**config.mk**
```make
export PLATFORM = sky130hd
export DESIGN_NAME = cnn_pxl_stream_src
export DESIGN_NICKNAME = d
export VERILOG_FILES = /design/src/rtl/cnn_pxl_stream_src_pkg.sv /design/src/rtl/cnn_stream_addr_gen.sv /design/src/rtl/cnn_pxl_stream_src.sv
export SDC_FILE = /design/constraint.sdc
export NUM_CORES = 1
export LEC_CHECK = 0
export CAP_MARGIN = 10
export CORE_UTILIZATION = 48
export DETAILED_ROUTE_END_ITERATION = 10
export PLACE_DENSITY = 0.82
export SLEW_MARGIN = 5
export SYNTH_ARGS = -nofsm -noshare
export SYNTH_HDL_FRONTEND = slang
export SYNTH_HIERARCHICAL = 1
export SYNTH_SLANG_ARGS = --single-unit
```
**constraint.sdc**
```tcl
create_clock -name clk -period 2.8 [get_ports clk]
set_input_delay 0.42 -clock clk [delete_from_list [all_inputs] [get_ports clk]]
set_output_delay 0.42 -clock clk [all_outputs]
set_load 0.01 [all_outputs]
```
**src/rtl/cnn_pxl_stream_src_pkg.sv**
```systemverilog
// Shared types and sizing helpers for the CNN pixel stream source.
package cnn_pxl_stream_src_pkg;

    typedef enum logic [2:0] {
        IDLE  = 3'd0,
        RUN   = 3'd1,
        GAP   = 3'd2,
        DRAIN = 3'd3,
        DONE  = 3'd4
    } state_t;

    // Counter width for a range of n values, never below 1 bit.
    function automatic int cnt_w(input int n);
        return (n <= 1) ? 1 : $clog2(n);
    endfunction

endpackage

```
**src/rtl/cnn_stream_addr_gen.sv**
```systemverilog
// Column/row/channel counters and a running read address for a channel-major frame.
module cnn_stream_addr_gen
    import cnn_pxl_stream_src_pkg::*;
#(
    parameter int IMAGE_WIDTH  = 16,
    parameter int IMAGE_HEIGHT = 16,
    parameter int CHANNEL_NUM  = 512,
    parameter int ADDR_WIDTH   = 17
) (
    input  logic                  clk,
    input  logic                  reset,
    input  logic                  step,
    input  logic                  clear,
    output logic [ADDR_WIDTH-1:0] addr,
    output logic                  last_in_channel,
    output logic                  last_in_frame
);

    localparam int COL_CNT_W = cnt_w(IMAGE_WIDTH);
    localparam int ROW_CNT_W = cnt_w(IMAGE_HEIGHT);
    localparam int CH_CNT_W  = cnt_w(CHANNEL_NUM);

    localparam logic [COL_CNT_W-1:0] COL_MAX = COL_CNT_W'(IMAGE_WIDTH - 1);
    localparam logic [ROW_CNT_W-1:0] ROW_MAX = ROW_CNT_W'(IMAGE_HEIGHT - 1);
    localparam logic [CH_CNT_W-1:0]  CH_MAX  = CH_CNT_W'(CHANNEL_NUM - 1);

    logic [COL_CNT_W-1:0] col;
    logic [ROW_CNT_W-1:0] row;
    logic [CH_CNT_W-1:0]  ch;
    logic                 col_last, row_last, ch_last;

    assign col_last        = (col == COL_MAX);
    assign row_last        = (row == ROW_MAX);
    assign ch_last         = (ch == CH_MAX);
    assign last_in_channel = col_last && row_last;
    assign last_in_frame   = last_in_channel && ch_last;

    // Address tracks ch*W*H + row*W + col by incrementing alongside the counters.
    always_ff @(posedge clk or posedge reset) begin
        if (reset) begin
            col  <= '0;
            row  <= '0;
            ch   <= '0;
            addr <= '0;
        end else if (clear) begin
            col  <= '0;
            row  <= '0;
            ch   <= '0;
            addr <= '0;
        end else if (step) begin
            addr <= last_in_frame ? '0 : addr + 1'b1;
            col  <= col_last ? '0 : col + 1'b1;
            if (col_last) begin
                row <= row_last ? '0 : row + 1'b1;
                if (row_last)
                    ch <= ch_last ? '0 : ch + 1'b1;
            end
        end
    end

endmodule

```
**src/rtl/cnn_pxl_stream_src.sv**
```systemverilog
// Frame sequencer and output pipeline turning a synchronous-read memory into a valid/pxl stream.
module cnn_pxl_stream_src
    import cnn_pxl_stream_src_pkg::*;
#(
    parameter int DATA_WIDTH   = 32,
    parameter int IMAGE_WIDTH  = 16,
    parameter int IMAGE_HEIGHT = 16,
    parameter int CHANNEL_NUM  = 512,
    parameter int ADDR_WIDTH   = 17,
    parameter int GAP_CYCLES   = 0
) (
    input  logic                  clk,
    input  logic                  reset,
    input  logic                  start,
    input  logic                  pause,
    output logic                  mem_rd_en,
    output logic [ADDR_WIDTH-1:0] mem_addr,
    input  logic [DATA_WIDTH-1:0] mem_rdata,
    output logic [DATA_WIDTH-1:0] pxl_out,
    output logic                  valid_out,
    output logic                  busy,
    output logic                  done
);

    localparam int IMAGE_SIZE = IMAGE_WIDTH * IMAGE_HEIGHT;
    localparam int GAP_CNT_W  = cnt_w(GAP_CYCLES);
    localparam logic [GAP_CNT_W-1:0] GAP_LAST = GAP_CNT_W'(GAP_CYCLES - 1);

    state_t               state, state_nxt;
    logic [GAP_CNT_W-1:0] gap_cnt;
    logic                 drain_cnt;
    logic                 step, clear;
    logic                 last_in_channel, last_in_frame;
    logic                 rd_en_d1;

    cnn_stream_addr_gen #(
        .IMAGE_WIDTH (IMAGE_WIDTH),
        .IMAGE_HEIGHT(IMAGE_HEIGHT),
        .CHANNEL_NUM (CHANNEL_NUM),
        .ADDR_WIDTH  (ADDR_WIDTH)
    ) u_addr_gen (
        .clk            (clk),
        .reset          (reset),
        .step           (step),
        .clear          (clear),
        .addr           (mem_addr),
        .last_in_channel(last_in_channel),
        .last_in_frame  (last_in_frame)
    );

    always_ff @(posedge clk or posedge reset) begin
        if (reset) begin
            state     <= IDLE;
            gap_cnt   <= '0;
            drain_cnt <= 1'b0;
        end else begin
            state     <= state_nxt;
            gap_cnt   <= (state == GAP) ? gap_cnt + 1'b1 : '0;
            drain_cnt <= (state == DRAIN);
        end
    end

    always_comb begin
        state_nxt = state;
        step      = 1'b0;
        clear     = 1'b0;
        mem_rd_en = 1'b0;
        case (state)
            IDLE: begin
                if (start) begin
                    clear     = 1'b1;
                    state_nxt = RUN;
                end
            end
            RUN: begin
                if (!pause) begin
                    mem_rd_en = 1'b1;
                    step      = 1'b1;
                    if (last_in_frame)
                        state_nxt = DRAIN;
                    else if (last_in_channel && GAP_CYCLES > 0)
                        state_nxt = GAP;
                end
            end
            GAP:     if (gap_cnt == GAP_LAST) state_nxt = RUN;
            // Two cycles let the final read cross the memory and output registers.
            DRAIN:   if (drain_cnt) state_nxt = DONE;
            DONE:    state_nxt = IDLE;
            default: state_nxt = IDLE;
        endcase
    end

    assign busy = (state == RUN) || (state == GAP) || (state == DRAIN);
    assign done = (state == DONE);

    always_ff @(posedge clk or posedge reset) begin
        if (reset) begin
            rd_en_d1  <= 1'b0;
            pxl_out   <= '0;
            valid_out <= 1'b0;
        end else begin
            rd_en_d1  <= mem_rd_en;
            valid_out <= rd_en_d1;
            if (rd_en_d1)
                pxl_out <= mem_rdata;
        end
    end

endmodule

```
==> key figures, run 1 <==
Outcome
  • Outcome: complete, but fails checks
  • Failing checks: design-rule violations

Clocking
  • CTS tree: done
  • Clk_lat worst skew: between 300 and 400 ps
  • Hold-fix buffers, CTS: 0
  • CTS buffer count: 9
  • Setup bufs post-CTS: 0
  • CTS root buf: clkbuf_8
  • Clock sinks: 73
  • Clock-pin slew on the worst setup and hold paths: ~70 ps
  • Max clock buf depth: 2
  • H-tree levels: 3
  • Post_cts resized: 0

Place
  • Detail Placement HPWL: between 5000 and 6000 um
  • Placer Congestion: just under 0.8
  • Number of port buffers: 88

Synth
  • Syn Std Cell Area: between 0.003 and 0.004 sq mm
  • Synth warn: 6
  • Synthesized area per cell: approximately 12 sq um
  • Cells after Synth: about 280
  • Post-synth net total: about 320

Route
  • Final WL: approximately 7300 um
  • First-iteration detailed-routing DRC count: between 150 and 200
  • First drt pass iteration count: 7
  • Post-route ant nets: 0
  • Vias per cell: around 5.4
  • Post-DR wirelength/cell: 15.9 um
  • DRC: 28
  • Vias: around 2,500

Timing
  • # setup viols final: 0
  • Ratio of final minimum period to clock period: roughly nine tenths
  • Top achievable clock speed: roughly 400 MHz
  • Unrepaired setup endpoints after global routing: no
  • Final Max Slew Viols: 0
  • Worst slew margin: 54.6%
  • WHS: around 350 ps
  • Setup_tns: 0 ps
  • Layout Skew: 8.25 ps
  • Final Hold Fails: 0
  • Worst-margin pin slew: 679 ps
  • Final min period: 2530 ps

Final layout
  • Nets: ~420
  • Sequential Area: about 0.0018 sq mm
  • Multi-input gate area: approximately 0.0013 sq mm
  • Layout cells sized above 1: approximately 16%
  • # diodes: 0
  • Final Util: 69.5%
  • Synth-to-Final Area Change: 37.9%
  • FILL cells: about 460

Critical path
  • Critical path buffers and inverters: 3
  • Crit. End Element: output port
  • CP max-delay cell: clkdlybuf4s50_1
  • Delay-heaviest family, CP: buffers and inverters
  • Reg2reg setup slack: 480 ps
  • Critical path type: flop to output port
  • Worst EP required: roughly 2400 ps
  • Critical path arrival: approximately 2100 ps
  • CP Launch Type: flop
  • CP max stage delay: around 560 ps
  • Critical Path Fanout Max: 7
  • Worst path cell trace: inv_2 -> nor4_4 -> buf_4 -> clkdlybuf4s50_1

Floorplan
  • Die X: 84.1 um
  • # IOs: between 80 and 90
  • Core Area: 0.00642 sq mm
  • Initial Util: just over 50%
  • Die ar.: around 0.007 sq mm
  • Die Y: around 84 um
  • Row cnt: 29

GRT
  • Grt ovf: 0
  • GRT Total Usage: 22.0%
  • Number of global-route vias before repair: between 2,000 and 2,500
  • First-pass GRT wire length: roughly 12,000 um
  • Initial antenna violation count: 0
  • Largest net degree at the start of global routing: 35

Power and ir drop
  • Pwr Total: between 2 and 3 mW
  • Leak: approximately 1.9 nW
  • Cell Pwr Density: 633 mW/mm^2
  • Peak supply drop: between 0.3 and 0.4 mV

Hold path
  • Hold crit path type: primary input to asynchronous set/reset pin

Run
  • Max_cap viols: 0
==> layout make-up <==
class / count / share of cell area [%]
Clock buffer: 10 / 3.08
Multi-Input combinational cell: 186 / 29.5
Tap cell: 77 / 2.16
Inverter: 8 / 0.673
Sequential cell: 73 / 40.9
Timing Repair Buffer: 96 / 21.1
Clock inverter: 6 / 2.58
==> sequential cells by signal (all words and copies together) (netlist names) <==
| register | flops |
|---|---|
| pxl_out | 32 |
| u_addr_gen/addr | 17 |
| u_addr_gen/ch | 9 |
| u_addr_gen/col | 4 |
| u_addr_gen/row | 4 |
| state | 3 |
| drain_cnt | 1 |
| gap_cnt | 1 |
| rd_en_d1 | 1 |
| valid_out | 1 |
==> placed cells by master, fill, tap and decap left out, types with 4 or more instances in the layout <==
cell             instances
dfrtp_1                 73
nor2_1                  25
nor4_1                   4
nand4_1                  6
a21oi_1                 12
inv_1                    7
nand3_1                 11
ha_1                     5
clkdlybuf4s50_1         88
nand2_1                 16
xnor2_1                  6
or4_1                    4
o21ai_0                 12
and3_1                   4
buf_4                    8
clkbuf_8                10
xor2_1                   8
mux2_2                  30
or3_1                    6
nor3_1                   5
==> final timing paths <==
| kind | to | from | cells after the start |
|---|---|---|---|
| worst max register to register | u_addr_gen/ch[7]$_DFFE_PP0P_ | state[0]$_DFFE_PP0P_ | 6 |
| worst max-delay path | mem_rd_en | state[0]$_DFFE_PP0P_ | 4 |
| min in group clk | gap_cnt$_DFF_PP0_ | gap_cnt$_DFF_PP0_ | 1 |
| worst min-delay path | state[1]$_DFFE_PP0P_ | reset | 2 |
| worst min register to register | gap_cnt$_DFF_PP0_ | gap_cnt$_DFF_PP0_ | 1 |
| max in group asynchronous | pxl_out[7]$_DFFE_PP0P_ | reset | 3 |
==> metal layers <==
| layer | GRT usage, % | routed length [um] | vias to the layer above |
|---|---|---|---|
| li1 | - | - | 1177 |
| met1 | 28.4 | 3070 | 1197 |
| met2 | 36.0 | 3440 | 85 |
| met3 | 4.75 | 585 | 15 |
| met4 | 9.72 | 155 | 0 |
| met5 | 0 | 0 | - |
==> power by group <==
part	internal (mW)	total, mW	leakage [nW]	switching [mW]
logic	0.305	0.512	0.883	0.207
clock network	0.619	1.01	0.123	0.395
registers	1.18	1.30	0.910	0.121
==> stage by stage <==
| step | area (sq um) | worst slack (ps) | std cells |
|---|---|---|---|
| 2_1_floorplan | 3240 | 693 | 278 |
| 3_3_place_gp | 4210 | 346 | 440 |
| 3_5_place_dp | 4210 | 229 | 440 |
| 4_1_cts | 4460 | 265 | 456 |
| 5_1_grt | 4460 | 178 | 456 |
| 6_report | 4460 | 275 | 456 |
(Power assumes the default switching activity.)
==> inputs of run 2 (changes only) <==
- CAP_MARGIN: 10 -> 25
==> results of run 2 <==
The final DEF is identical to that of run 1; final timing and power are the same.
==> inputs of run 3 (changes only) <==
- CTS_BUF_LIST: default -> sky130_fd_sc_hd__clkbuf_16
==> key figures, run 3 (same netlist as run 1, synthesis figures left out) <==
Final layout
  • Nets: 415 (unchanged)
  • Register with the most flip-flops: pxl_out (unchanged)
  • # diodes: 0 (unchanged)
  • Commonest non-fill, non-tap cell in the layout: clkdlybuf4s50_1 (unchanged)
  • Multi-input gate area: 0.00132 sq mm (unchanged)
  • Max reg flops: 32 (unchanged)
  • FILL cells: 448 (was 457)
  • Design area: 0.00456 sq mm (was 0.00446 sq mm)
  • Most frequent cells in the layout: clkdlybuf4s50_1, dfrtp_1, mux2_2 (unchanged)
  • Largest registers: pxl_out: 32 flops, u_addr_gen/addr: 17 flops, u_addr_gen/ch: 9 flops (unchanged)
  • Synth-to-Final Area Change: 40.7% (was 37.9%)
  • Sequential Area: 0.00183 sq mm (unchanged)
  • Layout cells sized above 1: 15.3% (was 15.6%)

Power and ir drop
  • Pwr Total: 3.12 mW (was 2.83 mW)
  • Peak supply drop: 0.398 mV (was 0.341 mV)
  • Cell Pwr Density: 685 mW/mm^2 (was 633 mW/mm^2)
  • Leak: 1.96 nW (was 1.92 nW)

GRT
  • GRT Total Usage: 23.2% (was 22.0%)
  • Largest net degree at the start of global routing: 35 (unchanged)
  • First-pass GRT wire length: 12,500 um (was 12,000 um)
  • Grt ovf: 0 (unchanged)
  • Initial antenna violation count: 0 (unchanged)
  • Number of global-route vias before repair: 2,461 (was 2,366)

Route
  • Final WL: 7530 um (was 7250 um)
  • First-iteration detailed-routing DRC count: 163 (was 182)
  • Vias: 2,517 (was 2,474)
  • Post-DR wirelength/cell: 16.5 um (was 15.9 um)
  • First drt pass iteration count: 8 (was 7)
  • DRC: 29 (was 28)
  • Vias per cell: 5.52 (was 5.43)
  • Post-route ant nets: 0 (unchanged)

Floorplan
  • # IOs: 89 (unchanged)
  • Die ar.: 0.00708 sq mm (unchanged)
  • Row cnt: 29 (unchanged)
  • Die Y: 84.1 um (unchanged)
  • Die X: 84.1 um (unchanged)
  • Initial Util: 50.4% (unchanged)
  • Core Area: 0.00642 sq mm (unchanged)

Timing
  • Worst slew margin: 57.8% (was 54.6%)
  • # setup viols final: 0 (unchanged)
  • Final Max Slew Viols: 0 (unchanged)
  • Final Hold Fails: 0 (unchanged)
  • Top achievable clock speed: 400 MHz (was 396 MHz)
  • Layout Skew: 5.54 ps (was 8.25 ps)
  • Setup_tns: 0 ps (unchanged)
  • Unrepaired setup endpoints after global routing: no (unchanged)
  • Ratio of final minimum period to clock period: 89.2% (was 90.2%)
  • Final min period: 2500 ps (was 2530 ps)
  • Worst-margin pin slew: 631 ps (was 679 ps)

Place
  • Detail Placement HPWL: 5350 um (unchanged)
  • Placement Cell Area: 0.00421 sq mm (unchanged)
  • Placer Congestion: 0.778 (unchanged)
  • Number of port buffers: 88 (unchanged)

Clocking
  • Max clock buf depth: 2 (unchanged)
  • CTS buffer count: 9 (unchanged)
  • Clk_lat worst skew: 330 ps (was 350 ps)
  • Hold-fix buffers, CTS: 0 (unchanged)
  • CTS tree: done (unchanged)
  • Setup bufs post-CTS: 0 (unchanged)
  • Clock-pin slew on the worst setup and hold paths: 50 ps (was 70 ps)
  • CTS root buf: clkbuf_16 (was clkbuf_8)
  • Post_cts resized: 0 (unchanged)
  • Clock sinks: 73 (unchanged)
  • H-tree levels: 3 (unchanged)

Critical path
  • CP Launch Type: flop (unchanged)
  • Worst path cell trace: inv_2 -> nor4_4 -> buf_4 -> clkdlybuf4s50_1 (unchanged)
  • CP max-delay cell: clkdlybuf4s50_1 (unchanged)
  • CP max stage delay: 560 ps (about the same)
  • Worst EP required: 2380 ps (about the same)
  • Crit. End Element: output port (unchanged)
  • Critical path type: flop to output port (unchanged)
  • Critical Path Fanout Max: 7 (unchanged)
  • Critical path arrival: 2080 ps (was 2110 ps)

Outcome
  • Failing checks: design-rule violations (unchanged)
  • Outcome: complete, but fails checks (unchanged)

Hold path
  • Hold crit path type: primary input to asynchronous set/reset pin (unchanged)

Run
  • Max_cap viols: 0 (unchanged)
-- run 3: final timing paths --
path,startpoint,endpoint,slack (ps),cells past startpoint
min,reset,state[2]$_DFFE_PP0P_,360,2
min reg2reg,gap_cnt$_DFF_PP0_,gap_cnt$_DFF_PP0_,490,1
min in group clk,gap_cnt$_DFF_PP0_,gap_cnt$_DFF_PP0_,490,1
max in group asynchronous,reset,pxl_out[5]$_DFFE_PP0P_,1760,3
max,state[0]$_DFFE_PP0P_,mem_rd_en,300,4
max reg2reg,u_addr_gen/ch[0]$_DFFE_PP0P_,u_addr_gen/addr[12]$_DFFE_PP0P_,520,8
-- run 3: layout make-up --
type	count	share of cell area, %
clock buffers	9	4.94
multi-input cells	186	28.9
well taps	77	2.11
inverters	8	0.659
clock inverters	7	2.61
flip-flops and latches	73	40.1
repair buffers	96	20.7
-- run 3: report_power, final --
| part | internal [mW] | total, mW | switching, mW |
|---|---|---|---|
| registers | 1.18 | 1.31 | 0.122 |
| logic | 0.306 | 0.518 | 0.212 |
| clock network | 0.869 | 1.30 | 0.427 |
-- run 3: worst max-delay path: cells and delay by family (launching register included) --
kind	cells	cell delay (ps)
buffers and inverters	3	870
DFF	1	470
and+or+nand+nor	1	400
-- run 3: per-stage QoR --
stage          hold WS, ps  instances  utilization, %  setup slack (ps)
2_1_floorplan          352        278               -               693
5_1_grt                410        456            70.9               197
3_3_place_gp           464        440            65.6               346
6_report               362        456            70.9               301
3_5_place_dp           475        440            65.6               229
4_1_cts                359        456            70.9               280
-- run 3: per-layer routing --
layer	vias up	track usage, %	wire length [um]
li1	1191	-	-
met1	1210	28.7	3120
met2	94	38.2	3630
met3	22	5.24	571
met4	0	12.2	212
met5	-	0	0
